<file path="src/rtl/mips_pkg.sv">
// Shared definitions for the MIPS boot path: word/address widths and the
// program-loader state encoding.
package mips_pkg;

    localparam int WORD_W           = 32;
    localparam int IMEM_BYTE_ADDR_W = 32;
    localparam int HDR_COUNT_W      = 16;
    localparam int BYTES_PER_WORD   = WORD_W / 8;

    typedef enum logic [2:0] {
        LD_HDR_HI,
        LD_HDR_LO,
        LD_DATA,
        LD_RUN,
        LD_ERR
    } loader_state_t;

endpackage

</file>
<file path="src/rtl/imem_loader_byte_packer.sv">
// Assembles four stream bytes MSB-first into one instruction word; the
// completed word is presented combinationally alongside the fourth byte.
module byte_packer
    import mips_pkg::*;
(
    input  logic              clk,
    input  logic              clear,
    input  logic              shift_en,
    input  logic [7:0]        in_byte,
    output logic [WORD_W-1:0] word,
    output logic              word_complete
);

    logic [WORD_W-1:0] shreg_reg;
    logic [WORD_W-1:0] shreg_next;
    logic [1:0]        byte_idx_reg;

    // Each lane takes the byte from the lane below; lane 0 takes the new byte,
    // so the first byte of a word has moved up to [31:24] by the fourth.
    generate
        for (genvar gi = 0; gi < BYTES_PER_WORD; gi++) begin : g_lane
            if (gi == 0) begin : g_low
                assign shreg_next[7:0] = in_byte;
            end else begin : g_upper
                assign shreg_next[gi*8 +: 8] = shreg_reg[(gi-1)*8 +: 8];
            end
        end
    endgenerate

    always_ff @(posedge clk) begin
        if (clear) begin
            shreg_reg    <= '0;
            byte_idx_reg <= '0;
        end else if (shift_en) begin
            shreg_reg    <= shreg_next;
            byte_idx_reg <= byte_idx_reg + 2'd1;
        end
    end

    assign word          = shreg_next;
    assign word_complete = shift_en && (byte_idx_reg == 2'd3);

endmodule

</file>
<file path="src/rtl/imem_loader.sv">
// Boot-time loader: parses a 16-bit word-count header plus big-endian words
// from a byte link, writes them to instruction memory and holds the CPU until done.
module imem_loader
    import mips_pkg::*;
#(
    parameter int DEPTH_WORDS = 256
) (
    input  logic                        clk,
    input  logic                        rst_n,
    input  logic                        in_valid,
    input  logic [7:0]                  in_byte,
    output logic                        in_ready,
    input  logic                        reload,
    output logic                        imem_we,
    output logic [IMEM_BYTE_ADDR_W-1:0] imem_addr,
    output logic [WORD_W-1:0]           imem_wdata,
    output logic                        cpu_hold,
    output logic                        done,
    output logic                        err
);

    localparam int WIDX_W = $clog2(DEPTH_WORDS) + 1;
    localparam logic [HDR_COUNT_W:0] DEPTH_LIM = (HDR_COUNT_W+1)'(DEPTH_WORDS);

    loader_state_t state_reg, state_next;
    logic [HDR_COUNT_W-1:0]      count_reg, count_next;
    logic [WIDX_W-1:0]           word_idx_reg, word_idx_next;
    logic                        imem_we_reg, imem_we_next;
    logic [IMEM_BYTE_ADDR_W-1:0] imem_addr_reg, imem_addr_next;
    logic [WORD_W-1:0]           imem_wdata_reg, imem_wdata_next;
    logic                        done_reg, done_next;
    logic                        err_reg, err_next;

    logic                   byte_fire;
    logic                   shift_en;
    logic                   reload_fire;
    logic                   pack_clear;
    logic [WORD_W-1:0]      packed_word;
    logic                   word_complete;
    logic [HDR_COUNT_W-1:0] count_full;
    logic [HDR_COUNT_W-1:0] words_after;

    assign in_ready    = (state_reg == LD_HDR_HI) || (state_reg == LD_HDR_LO)
                      || (state_reg == LD_DATA);
    assign byte_fire   = in_valid && in_ready;
    assign shift_en    = byte_fire && (state_reg == LD_DATA);
    assign reload_fire = reload && ((state_reg == LD_RUN) || (state_reg == LD_ERR));
    // A reset or reload throws away any partially assembled word.
    assign pack_clear  = !rst_n || reload_fire;

    assign count_full  = {count_reg[15:8], in_byte};
    assign words_after = HDR_COUNT_W'(word_idx_reg) + HDR_COUNT_W'(1);

    byte_packer u_packer (
        .clk           (clk),
        .clear         (pack_clear),
        .shift_en      (shift_en),
        .in_byte       (in_byte),
        .word          (packed_word),
        .word_complete (word_complete)
    );

    always_ff @(posedge clk) begin
        if (!rst_n) begin
            state_reg      <= LD_HDR_HI;
            count_reg      <= '0;
            word_idx_reg   <= '0;
            imem_we_reg    <= 1'b0;
            imem_addr_reg  <= '0;
            imem_wdata_reg <= '0;
            done_reg       <= 1'b0;
            err_reg        <= 1'b0;
        end else begin
            state_reg      <= state_next;
            count_reg      <= count_next;
            word_idx_reg   <= word_idx_next;
            imem_we_reg    <= imem_we_next;
            imem_addr_reg  <= imem_addr_next;
            imem_wdata_reg <= imem_wdata_next;
            done_reg       <= done_next;
            err_reg        <= err_next;
        end
    end

    always_comb begin
        state_next      = state_reg;
        count_next      = count_reg;
        word_idx_next   = word_idx_reg;
        imem_we_next    = 1'b0;
        imem_addr_next  = imem_addr_reg;
        imem_wdata_next = imem_wdata_reg;
        done_next       = 1'b0;
        err_next        = err_reg;

        unique case (state_reg)
            LD_HDR_HI: begin
                if (byte_fire) begin
                    count_next = {in_byte, count_reg[7:0]};
                    state_next = LD_HDR_LO;
                end
            end

            LD_HDR_LO: begin
                if (byte_fire) begin
                    count_next = count_full;
                    if (count_full == '0) begin
                        state_next = LD_RUN;
                        done_next  = 1'b1;
                    end else if ({1'b0, count_full} > DEPTH_LIM) begin
                        state_next = LD_ERR;
                        err_next   = 1'b1;
                    end else begin
                        state_next    = LD_DATA;
                        word_idx_next = '0;
                    end
                end
            end

            LD_DATA: begin
                if (word_complete) begin
                    imem_we_next    = 1'b1;
                    imem_wdata_next = packed_word;
                    imem_addr_next  = IMEM_BYTE_ADDR_W'({word_idx_reg, 2'b00});
                    word_idx_next   = word_idx_reg + WIDX_W'(1);
                    // Last word: leave hold in the same edge as the final strobe.
                    if (words_after == count_reg) begin
                        state_next = LD_RUN;
                        done_next  = 1'b1;
                    end
                end
            end

            LD_RUN, LD_ERR: begin
                if (reload_fire) begin
                    state_next    = LD_HDR_HI;
                    count_next    = '0;
                    word_idx_next = '0;
                    err_next      = 1'b0;
                end
            end

            default: begin
                state_next = LD_HDR_HI;
            end
        endcase
    end

    assign imem_we    = imem_we_reg;
    assign imem_addr  = imem_addr_reg;
    assign imem_wdata = imem_wdata_reg;
    assign done       = done_reg;
    assign err        = err_reg;
    assign cpu_hold   = (state_reg != LD_RUN);

endmodule

</file>
<file path="config.mk">
export PLATFORM = sky130hd
export DESIGN_NAME = imem_loader
export DESIGN_NICKNAME = d
export VERILOG_FILES = /design/src/rtl/mips_pkg.sv /design/src/rtl/imem_loader_byte_packer.sv /design/src/rtl/imem_loader.sv
export SDC_FILE = /design/constraint.sdc
export NUM_CORES = 1
export LEC_CHECK = 0
export BUFFER_PORTS_ARGS = -buffer_cell sky130_fd_sc_hd__clkbuf_2
export CAP_MARGIN = 5
export CORE_ASPECT_RATIO = 1.75
export CORE_MARGIN = 10
export CORE_UTILIZATION = 55
export CTS_CLUSTER_DIAMETER = 30
export CTS_CLUSTER_SIZE = 10
export DETAILED_ROUTE_END_ITERATION = 8
export PLACE_DENSITY = 0.79
export SYNTH_ARGS = -nofsm -noshare
export SYNTH_HDL_FRONTEND = slang
export SYNTH_SLANG_ARGS = --single-unit
</file>
<file path="constraint.sdc">
create_clock -name clk -period 6.1 [get_ports clk]
set_input_delay 1.22 -clock clk [delete_from_list [all_inputs] [get_ports clk]]
set_output_delay 1.22 -clock clk [all_outputs]
set_load 0.01 [all_outputs]
</file>
Yosys cells after proc, flatten, opt, wreduce, memory -nomap -nowiden
Cells that the tools add are included.
{ "word_totals": {"regBits": 98, "latchBits": 0, "ramBits": 0, "rom_bits": 0, "input_bits": 12, "out_inout_bits": 69, "wordCells": 83, "n_memories": 0} }
{ "classes": {"n_addsub": 3, "multipliers": 0, "div_mod_pow": 0, "magnitude_cmp": 1, "n_eq_ne": 15, "shifts": 0, "n_mux": 29, "bitwise": 2, "n_reduce_logical": 22} }
{ "op_table": {"columns": ["cell", "n"], "rows": [
  ["one-hot mux 16 bit (3 select lines)", 1],
  ["2-to-1 mux 9 bit", 5],
  ["2-to-1 mux 16 bit", 2],
  ["one-hot mux 9 bit (3 select lines)", 1],
  ["2-to-1 mux 3 bit", 7],
  ["== test 10 x 16 -> 1 bit", 1],
  ["greater-than comparator 16 x 9 -> 1 bit (second input constant)", 1],
  ["logical NOT 16 bit", 1],
  ["one-hot mux 3 bit (4 select lines)", 1],
  ["adder 9 x 1 -> 10 bit (second input constant)", 1],
  ["inequality test 2 bit (second input constant)", 5],
  ["AND reduction 5 bit", 2],
  ["adder 9 x 1 -> 9 bit (second input constant)", 1],
  ["2-to-1 mux 1 bit", 9],
  ["2-to-1 mux 8 bit", 1],
  ["AND reduction 4 bit", 2],
  ["== test 3 x 2 -> 1 bit (second input constant)", 2],
  ["inequality test 2 x 1 -> 1 bit (second input constant)", 3],
  ["AND reduction 6 bit", 1],
  ["logical AND 1 bit", 4],
  ["logical OR 1 bit", 4],
  ["one-hot mux 1 bit (2 select lines)", 2],
  ["AND reduction 2 bit", 2],
  ["nonzero test 2 bit", 2],
  ["other kinds (10)", 11]
]} }

Logic depth before layout (Yosys ltp)
{ "depth": {"depth_word": 8, "mapped_depth": 8, "ltp_nobuf": 7} }

Modules after synthesis
Synthesis repeated with hierarchy kept, for this count alone.
{ "hier_totals": {"hier_cells": 529, "area_unflattened_um2": 4436.8} }
{ "modules_own_cells": {"columns": ["mod", "n_inst", "cells_each", "area_each_um2", "seq_area_each_um2"], "rows": [
  ["imem_loader", 1, 435, 3413.3, 1441.4],
  ["byte_packer", 1, 94, 1023.5, 520.5]
]} }

Worst setup path after synthesis
OpenSTA, ideal clock, no wires.
{ "synth_path": {"path_kind": "input -> register", "start": "in in_byte[4]", "end": "reg state_reg[0]", "setup_time_ps": 100, "t_arrival_ps": 2703, "required_ps": 6000, "setup_slack_ps": 3297, "path_stages": 5, "n_path_buf": 0, "path_cell_list": "or4_1 nor3_1 a21oi_1 o31a_1 a2111oi_4"} }
{ "synth_between": {"elab_chain_len": 4} }
{ "synth_rtl": {"columns": ["item", "line_no", "rtl"], "rows": [
  ["start: declaration", "imem_loader.sv:11", "input logic [7:0] in_byte,"],
  ["logical NOT 16 bit", "imem_loader.sv:106", "if (count_full == '0) begin"],
  ["2-to-1 mux 3 bit", "imem_loader.sv:106", null],
  ["2-to-1 mux 3 bit", "imem_loader.sv:104", "if (byte_fire) begin"],
  ["one-hot mux 3 bit (4 select lines)", "imem_loader.sv:95", "unique case (state_reg)"],
  ["end signal: assignment", "imem_loader.sv:74", "state_reg <= state_next;"],
  ["end: declaration", "imem_loader.sv:25", "loader_state_t state_reg, state_next;"]
]} }
No other way between the ends. The select of a mux whose other input is x is not followed.
A chain may end at the register's enable or synchronous reset.

Worst setup path in the final report
{ "layout_path": {"start": "in in_byte[4]", "end": "reg word_idx_reg[8]"} }
{ "layout_between": {"elab_chain_len": 3, "word_cells_on_any_way": 5, "classes_between": "order compare: 1; eq/ne: 2; reduce/logical: 2"} }
{ "layout_rtl": {"columns": ["item", "line_no", "rtl"], "rows": [
  ["greater-than comparator 16 x 9 -> 1 bit or logical NOT 16 bit (tied branches)", "imem_loader.sv:109, imem_loader.sv:106", null],
  ["inequality test 2 bit (no source line)", null, null],
  ["AND reduction 6 bit (no source line) *", null, null],
  ["end signal: assignment", "imem_loader.sv:76", "word_idx_reg <= word_idx_next;"],
  ["end: declaration", "imem_loader.sv:27", "logic [WIDX_W-1:0] word_idx_reg, word_idx_next;"]
]} }
Mark *: on every way between the ends. The rest lies on a longest branch, timed or not.

==> results.py <==
metrics = {
    "status": {
        "run_status": "finished, final reports clean",
    },
    "clock_tree": {
        "cts_setup_buffers": 0,
        "cts_max_level": 3,
        "postCtsHoldBufs": 0,
        "cts_sinks": 98,
        "cts_tree": "yes",
        "numCtsBuffers": 9,
        "worstSkewPairLatency_ns": 0.35,
        "cts_resized": 0,
        "cts.path.max_buffers": 2,
        "path_clk_slew_ns": 0.06,
        "cts_root_buf": "clkbuf_16",
    },
    "synth": {
        "ys_async_sr_fraction_pct": 0,
        "synth_area_um2": 4210,
        "muxShareOfSynthArea_pct": 0,
        "seq_area_frac_synth_pct": 46.6,
        "synth-compound-area-share_pct": 17.9,
        "yosysTopAreaCell": "dfxtp_1",
        "synth_xor_area_share_pct": 2.91,
        "synth_fa_ha_area_share_pct": 0.594,
        "syn_inst": 551,
        "synth_top_family_by_area": "simple AND/OR/NAND/NOR gates",
        "ys_top_cells_by_area": "dfxtp_1 47%, nand2_1 15%, a21oi_1 11%, buf_4 4.1%, clkbuf_1 3.0%",
        "yosysWarnings": 0,
        "syn_avg_cell_area_um2": 7.64,
        "synth_edf_count": 0,
        "ys_types": 44,
        "synthSimpleGateAreaFrac_pct": 24.1,
        "yosysTopAreaCellShare_pct": 46.6,
        "ys.flop_type": "dfxtp_1",
        "ys_ff_latch": 98,
    },
    "finish": {
        "final_common_cell": "nand2_1",
        "drive_above_1_share_pct": 13.0,
        "diodes": 0,
        "regArea_um2": 1960,
        "syn_to_final_growth_pct": 10.6,
        "utilization_pct": 62.0,
        "fin_nets": 596,
        "final-instance-count-excl-fill": 674,
        "fillers": 721,
        "multi_input_area_um2": 2000,
        "final_cell_mix": "170 x nand2_1, 98 x dfxtp_1, 94 x a21oi_1, 57 x clkbuf_2",
        "design_area_um2": 4660,
        "largest_register_ffs": 32,
    },
    "floorplanning": {
        "die_x_um": 86.1,
        "ios": 81,
        "rows": 42,
        "die_area_um2": 11700,
        "die_h_um": 136,
        "core_area_um2": 7510,
        "initial_core_util_pct": 56.0,
    },
    "pwr": {
        "power_density_nw_per_um2": 295,
        "swShare_pct": 27.1,
        "ir_drop_uv": 240,
        "finalPower_mw": 1.37,
        "combPwrFrac_pct": 12.0,
        "power_frac_clock_pct": 38.4,
        "seq_power_share_pct": 49.6,
        "p_switching_uw": 372,
        "internal_power_mw": 1.00,
        "p_leak_nw": 1.69,
    },
    "place": {
        "portBuffers": 57,
        "hpwlAfterDp_um": 7930,
        "gp_congestion": 0.889,
        "dp_slack_ns": 2.38,
        "dpl.cell_count": 659,
        "placed_cell_area_um2": 4380,
    },
    "sta": {
        "finalCritPeriodShare_pct": 56.1,
        "fin_tns_setup_ns": 0,
        "worst_clock_skew_ns": 0.00605,
        "fmaxAchievable_mhz": 292,
        "whs_ns": 0.451,
        "relSlewSlack_pct": 24.5,
        "setup_slack_ns": 2.68,
        "setup_viol": 0,
        "worst_pin_slew_ns": 1.13,
        "hold_viol_final": 0,
        "slew_violations": 0,
        "grt_setup_unrepaired": "false",
        "fin_crit_ns": 3.42,
    },
    "global_routing": {
        "first_global_vias": 3848,
        "gr-total-overflow": 0,
        "grt_antenna_before_repair": 0,
        "grt_pass1_wl_um": 18000,
        "grt_max_degree": 65,
        "grtUsageTotal_pct": 19.1,
    },
    "critical_path": {
        "crit_path_max_incr_delay_ns": 0.71,
        "cp_data_arrival_time_ns": 3.66,
        "startpoint_type": "input port",
        "crit_required_ns": 6.34,
        "critical_path.most_common_cell": "o21ai_0",
        "path_cells": "clkbuf_2 -> or4_1 -> o21ai_0 -> nand3b_1 -> a21oi_1 -> o21ai_0 -> a32o_1",
        "r2r-end": "word_idx_reg[8]",
        "cp_max_fo": 11,
        "slowest_stage": "a21oi_1",
        "worst_setup_path_end_kind": "register",
        "reg2reg_slack_ns": 3.12,
        "r2r_start": "count_reg[13]",
        "r2r.worst_path.cells": 6,
        "path_class": "in2reg",
    },
    "worst_hold_path": {
        "min_from": "count_reg[11]",
        "hold_path_class": "reg2reg",
        "worst_hold_path.endpoint": "count_reg[11]",
        "whs_path_depth": 2,
    },
    "route": {
        "viasPerCell": 5.70,
        "wl_met3_um": 428,
        "drt_first_pass_iters": 4,
        "wl_per_cell_um": 16.3,
        "wl_met1_um": 3820,
        "drt_wl_total_um": 11000,
        "vias": 3841,
        "ant_nets": 0,
        "wl_met2_um": 6100,
        "top_layer": "met4",
        "drc": 0,
        "drt_iter0_markers": 235,
    },
    "job": {
        "drv_cap": 0,
    },
}
[how the worst max path moves through the flow]
stage	from	to	cells past startpoint
5_1_grt	in_byte[4]	word_idx_reg[8]	7
4_1_cts	in_byte[4]	word_idx_reg[8]	7
3_3_place_gp	in_byte[4]	word_idx_reg[8]	7
3_5_place_dp	in_byte[4]	word_idx_reg[8]	7
2_1_floorplan	in_byte[4]	state_reg[0]	5
6_report	in_byte[4]	word_idx_reg[8]	7
[per-layer routing]
metal | track usage [%] | vias to the layer above
met5 | 0 | -
met4 | 13.5 | 0
met3 | 4.28 | 50
met2 | 35.4 | 109
met1 | 17.4 | 1809
li1 | - | 1873
[kinds of logic (layout without fill, tap and decap cells)]
logic type,after synthesis,count (layout)
other,1,23
adder cells (fa/ha/maj),2,2
XOR/XNOR,14,14
AND/OR/NAND/NOR,240,240
AO/OA/AOI/OAI,133,133
flip-flops,98,98
buffers and inverters,63,76
[synth_stat cells, drive strengths merged, types with 2 or more instances]
cell type  count
a31oi          6
or4            4
xor2           4
o21a           3
nor3b          2
a2111oi        2
dfxtp         98
nand2        170
and3           2
nor3           2
o31a           2
xnor2         10
a21oi         94
o21ai         16
inv            2
nor2b          4
nand4          5
nand3         23
clkbuf        34
nand3b         2
ha             2
nor2          19
nor4           2
buf           27
[worst max-delay path: cells and delay by family]
family	cells	cell delay, ns
simple gates	2	0.66
buf+inv	1	0.12
compound gates	4	1.64
[final cells by class]
class | count | area share, %
clock inverter | 2 | 0.269
multi-input combinational | 412 | 43.0
sequential | 98 | 42.1
timing repair buffer | 59 | 6.45
inverter | 2 | 0.161
tap | 88 | 2.36
clock buffer | 13 | 5.59
[power by group through the flow]
stage	combinational [mW]	clock [mW]	sequential [mW]
global route	0.185	0.553	0.684
floorplan	0.146	0	0.680
finish	0.165	0.528	0.681
global placement	0.160	0	0.694
CTS	0.163	0.531	0.681
detailed placement	0.163	0	0.695
Power figures use the tool's default switching activity.
